===== src/rtl/store_buffer.sv =====
// rtl/store_buffer.sv - committed-store FIFO draining to a data memory write port
//
// Optional feature macro: STORE_BUFFER_STRB_EN (byte strobes, lane replication,
// misaligned/reserved-size store discard). Undefined by default.
//
// Ports:
//   clk                 rising-edge clock
//   reset               synchronous active-low reset
//   datafifo_valid_out  store push request from commit
//   datafifo_addr_out   store byte address
//   datafifo_val_out    store data, right-justified
//   datafifo_size_out   0 byte, 1 half, 2 word, 3 reserved
//   datafifo_full       back-pressure to commit (count == DEPTH)
//   mem_wr_valid        head entry presented to memory
//   mem_wr_ready        memory accepts head entry
//   mem_wr_addr/data/size/strb  head entry write fields (zero while empty)
//   empty               count == 0
//   overflow_err        sticky: push arrived while full
//   misalign_err        sticky: misaligned or reserved-size store discarded
module store_buffer #(
  parameter int DEPTH = 4
) (
  input  logic        clk,
  input  logic        reset,
  input  logic        datafifo_valid_out,
  input  logic [31:0] datafifo_addr_out,
  input  logic [31:0] datafifo_val_out,
  input  logic [1:0]  datafifo_size_out,
  output logic        datafifo_full,
  output logic        mem_wr_valid,
  input  logic        mem_wr_ready,
  output logic [31:0] mem_wr_addr,
  output logic [31:0] mem_wr_data,
  output logic [1:0]  mem_wr_size,
  output logic [3:0]  mem_wr_strb,
  output logic        empty,
  output logic        overflow_err,
  output logic        misalign_err
);

  localparam int AW = $clog2(DEPTH);
  localparam logic [AW:0] FULL_CNT = (AW+1)'(DEPTH);

  logic [31:0] addr_mem [DEPTH];
  logic [31:0] data_mem [DEPTH];
  logic [1:0]  size_mem [DEPTH];

  logic [AW-1:0] wptr;
  logic [AW-1:0] rptr;
  logic [AW:0]   count;

  logic push_hs;
  logic push_ok;
  logic enq;
  logic pop;

  logic [31:0] head_addr;
  logic [31:0] head_data;
  logic [1:0]  head_size;

  assign datafifo_full = (count == FULL_CNT);
  assign empty         = (count == '0);
  assign mem_wr_valid  = !empty;

  // A push handshake happens whenever the FIFO is not full; whether the
  // store is actually enqueued also depends on its alignment.
  assign push_hs = datafifo_valid_out && !datafifo_full;
  assign pop     = mem_wr_valid && mem_wr_ready;

`ifdef STORE_BUFFER_STRB_EN
  assign push_ok = !((datafifo_size_out == 2'd3) ||
                     (datafifo_size_out == 2'd1 && datafifo_addr_out[0]) ||
                     (datafifo_size_out == 2'd2 && datafifo_addr_out[1:0] != 2'b00));
`else
  assign push_ok = 1'b1;
`endif

  assign enq = push_hs && push_ok;

  always_ff @(posedge clk) begin
    if (enq) begin
      addr_mem[wptr] <= datafifo_addr_out;
      data_mem[wptr] <= datafifo_val_out;
      size_mem[wptr] <= datafifo_size_out;
    end
  end

  always_ff @(posedge clk) begin
    if (!reset) begin
      wptr         <= '0;
      rptr         <= '0;
      count        <= '0;
      overflow_err <= 1'b0;
`ifdef STORE_BUFFER_STRB_EN
      misalign_err <= 1'b0;
`endif
    end else begin
      if (enq) wptr <= wptr + 1'b1;
      if (pop) rptr <= rptr + 1'b1;
      case ({enq, pop})
        2'b10:   count <= count + 1'b1;
        2'b01:   count <= count - 1'b1;
        default: count <= count;
      endcase
      if (datafifo_valid_out && datafifo_full) overflow_err <= 1'b1;
`ifdef STORE_BUFFER_STRB_EN
      if (push_hs && !push_ok) misalign_err <= 1'b1;
`endif
    end
  end

  assign head_addr = addr_mem[rptr];
  assign head_data = data_mem[rptr];
  assign head_size = size_mem[rptr];

`ifdef STORE_BUFFER_STRB_EN
  // Entries are stored raw; word alignment, lane replication and strobes
  // are derived from the head entry on the way out.
  always_comb begin
    mem_wr_addr = '0;
    mem_wr_data = '0;
    mem_wr_size = '0;
    mem_wr_strb = '0;
    if (mem_wr_valid) begin
      mem_wr_addr = {head_addr[31:2], 2'b00};
      mem_wr_size = head_size;
      case (head_size)
        2'd0: begin
          mem_wr_strb = 4'b0001 << head_addr[1:0];
          mem_wr_data = {4{head_data[7:0]}};
        end
        2'd1: begin
          mem_wr_strb = 4'b0011 << head_addr[1:0];
          mem_wr_data = {2{head_data[15:0]}};
        end
        2'd2: begin
          mem_wr_strb = 4'b1111;
          mem_wr_data = head_data;
        end
        default: begin
          mem_wr_strb = 4'b0000;
          mem_wr_data = '0;
        end
      endcase
    end
  end
`else
  always_comb begin
    mem_wr_addr = '0;
    mem_wr_data = '0;
    mem_wr_size = '0;
    if (mem_wr_valid) begin
      mem_wr_addr = head_addr;
      mem_wr_data = head_data;
      mem_wr_size = head_size;
    end
  end

  assign mem_wr_strb  = 4'b0000;
  assign misalign_err = 1'b0;
`endif

endmodule


===== config.mk =====
export PLATFORM = sky130hd
export DESIGN_NAME = store_buffer
export DESIGN_NICKNAME = d
export VERILOG_FILES = /design/src/rtl/store_buffer.sv
export SDC_FILE = /design/constraint.sdc
export NUM_CORES = 1
export LEC_CHECK = 0
export ABC_CLOCK_PERIOD_IN_PS = 5820
export CAP_MARGIN = 20
export CELL_PAD_IN_SITES_DETAIL_PLACEMENT = 1
export CELL_PAD_IN_SITES_GLOBAL_PLACEMENT = 2
export CORE_UTILIZATION = 25
export CTS_CLUSTER_SIZE = 14
export DETAILED_ROUTE_END_ITERATION = 7
export PLACE_DENSITY = 0.53
export SLEW_MARGIN = 20
export SYNTH_ARGS = -nofsm -noshare
export SYNTH_HDL_FRONTEND = slang
export SYNTH_SLANG_ARGS = --single-unit
export TNS_END_PERCENT = 10

===== constraint.sdc =====
create_clock -name clk -period 5.82 [get_ports clk]
set_input_delay 1.164 -clock clk [delete_from_list [all_inputs] [get_ports clk]]
set_output_delay 1.164 -clock clk [all_outputs]
set_load 0.1 [all_outputs]

==> impl_metrics.ini <==
[yosys]
yosysTopAreaCellShare_pct = 75.4
synth.area.top_cells = edfxtp_1, mux4_2, and2_1
synth.most_common_cell = edfxtp_1
synth_compound_area_share_pct = 0.428
yosys.area_share.simple_pct = 5.04
synthArstFlopShare_pct = 0
yosysSeqAreaShare_pct = 77.3
synthCells = 482
synth_edf_count = 264
synth_top_family_by_area = multiplexers
synth_seq_cells = 274
synth_mux_area_share_pct = 14.3
synth_xor_area_share_pct = 0.167
synth_warnings = 0
synth_top_flop_cell = edfxtp_1
syn_avg_cell_area_sq_um = 21.8
syn-cell-area_sq_um = 10500
synth_commonest_cells = edfxtp_1, and2_1, mux4_2, clkbuf_1, dfxtp_1
synthAdderAreaFrac_pct = 0.785
ys_types = 24
synth_area_leader_cell = edfxtp_1

[critical_path]
r2r_cells = 8
arrival_ns = 3.43
crit_path_start_kind = flip-flop
cp-end-kind = output port
critical_path.top_delay_family = buffers and inverters
reg2reg_slack_ns = 3.16
cp_cell_sequence = buf_12, mux4_2, and2_1, clkdlybuf4s50_1
crit_slowest_cell = clkdlybuf4s50_1
cp_max_fo = 46
critPathBufInv = 2
critPathRequiredTime_ns = 4.66
cpPeakStageDelay_ns = 0.97
reg2reg_from = count[0]
worst-setup-path-type = flip-flop to output port
r2r_end = count[2]

[route]
route.detailed.drc = 8
firstDrtPassIters = 8
vias_per_cell = 4.23
first_iter_violations = 227
wl_met1_microns = 9500
post_drt_wl_per_cell_microns = 19.3
ant_nets = 0
num_vias = 5039
dr_wl_met3_microns = 1040
topRoutingLayerUsed = met4
wl_met2_microns = 11900
wirelength_microns = 22900

[grt]
antenna_found_initial = 1
grt_max_degree = 55
overflow = 0
track_usage_pct = 10.9
grt_pass1_wl_microns = 35700
grt_pass1_vias = 5954

[outcome]
violations = DRC
status = finished with violations

[cts]
post_cts_buffers = 0
worstSkewPairLatency_ns = 0.55
cts_resized = 0
h-tree-depth = 1
path_clk_slew_ns = 0.06
cts_tree = built
root_buffer = clkbuf_16
clockBufferDepth = 3
cts_sinks = 274
cts_made_buffers = 30
hold_buffers = 0

[sta]
clock.fmax_mhz = 218
final_max_slew_viol_count = 0
final.setup_skew_ns = 0.00887
finalCritPeriodShare_pct = 78.9
tightest_slew_ns = 1.13
slew_headroom_pct = 24.5
setup_ws_ns = 1.23
rsz0062_at_grt = false
setup_viol = 0
min_period_ns = 4.59
fin_setup_tns_ns = 0
finalHoldViolations = 0

[die]
dieArea_sq_um = 42900
die_w_microns = 207
ios = 145
die_height_microns = 207
rows = 74
start_util_pct = 25.5
coreArea_sq_um = 41200

[placement]
gp_congestion = 0.633
place_area_sq_um = 12500
port_buffers = 139
place_worst_setup_slack_ns = 1.60
dp_hpwl_microns = 13600

[layout]
layout-drive-gt1-share_pct = 17.9
final_cell_area_sq_um = 13400
final_net_count = 711
fill_cells = 4113
insertedDiodeCount = 0
fin_util_pct = 32.6
syn2layout_area_growth_pct = 27.8

[hold_path]
holdCritStartpoint = rptr[1]
hold_depth = 2
hold_path.class = flip-flop to flip-flop

[job]
drv_cap = 0
registers in the layout, indices dropped and copies added (netlist names), named ones only:
signal        count
addr_mem        128
count             3
data_mem        128
overflow_err      1
rptr              2
size_mem          8
wptr              2
cells in the final DEF (no fill, tap or decap), drive strengths merged, types with 7 or more instances in the layout:
cell type	Yosys	final
edfxtp	264	264
clkdlybuf4s50	0	139
and2	73	73
mux4	66	66
clkbuf	11	40
clkinv	0	12
dfxtp	10	10
inv	7	7
nand2	7	7
buf	18	7
worst min-delay path, cell delays in order, from the launching register on:
cell      delay, ns
dfxtp_1        0.30
o21ai_0        0.06
a21boi_0       0.09
per-stage QoR:
stage	hold WS, ns	cells
after CTS	0.496	1190
after global routing	0.542	1190
after floorplan	0.460	486
final	0.496	1190
after global placement	0.475	1134
after detailed placement	0.485	1135
cell type report:
class,count,area [sq um],share of cell area [%]
clock buffer,40,810,6.02
clock inverter,15,118,0.875
inverter,7,26.3,0.195
multi-input combinational,176,2210,16.5
sequential,274,8140,60.5
tap,532,666,4.95
timing repair buffer,146,1480,11.0
logic make-up after synthesis:
logic type,count (synthesis)
compound gates,8
xor+xnor,2
fa+ha+maj,6
buf+inv,36
flops,274
mux,68
other cells,1
simple gates,87
routing by layer:
layer / GRT usage [%] / vias up
met5: 0 / -
met1: 13.0 / 2659
met2: 19.8 / 112
met3: 2.12 / 40
li1: - / 2228
met4: 3.27 / 0
worst max-delay path by stage:
stage	depth (start not counted)	from	to	slack, ns
2_1_floorplan	4	count[1]	addr_mem[0][0]	1.44
3_3_place_gp	4	count[0]	mem_wr_data[9]	1.71
3_5_place_dp	4	count[0]	mem_wr_data[9]	1.60
4_1_cts	4	count[0]	mem_wr_data[9]	1.00
5_1_grt	4	count[0]	mem_wr_size[1]	0.98
6_report	4	flip-flop	mem_wr_data[14]	1.23
Power is not shown: default switching activity piles up to over one toggle a cycle in this logic, so the estimate is an artifact.
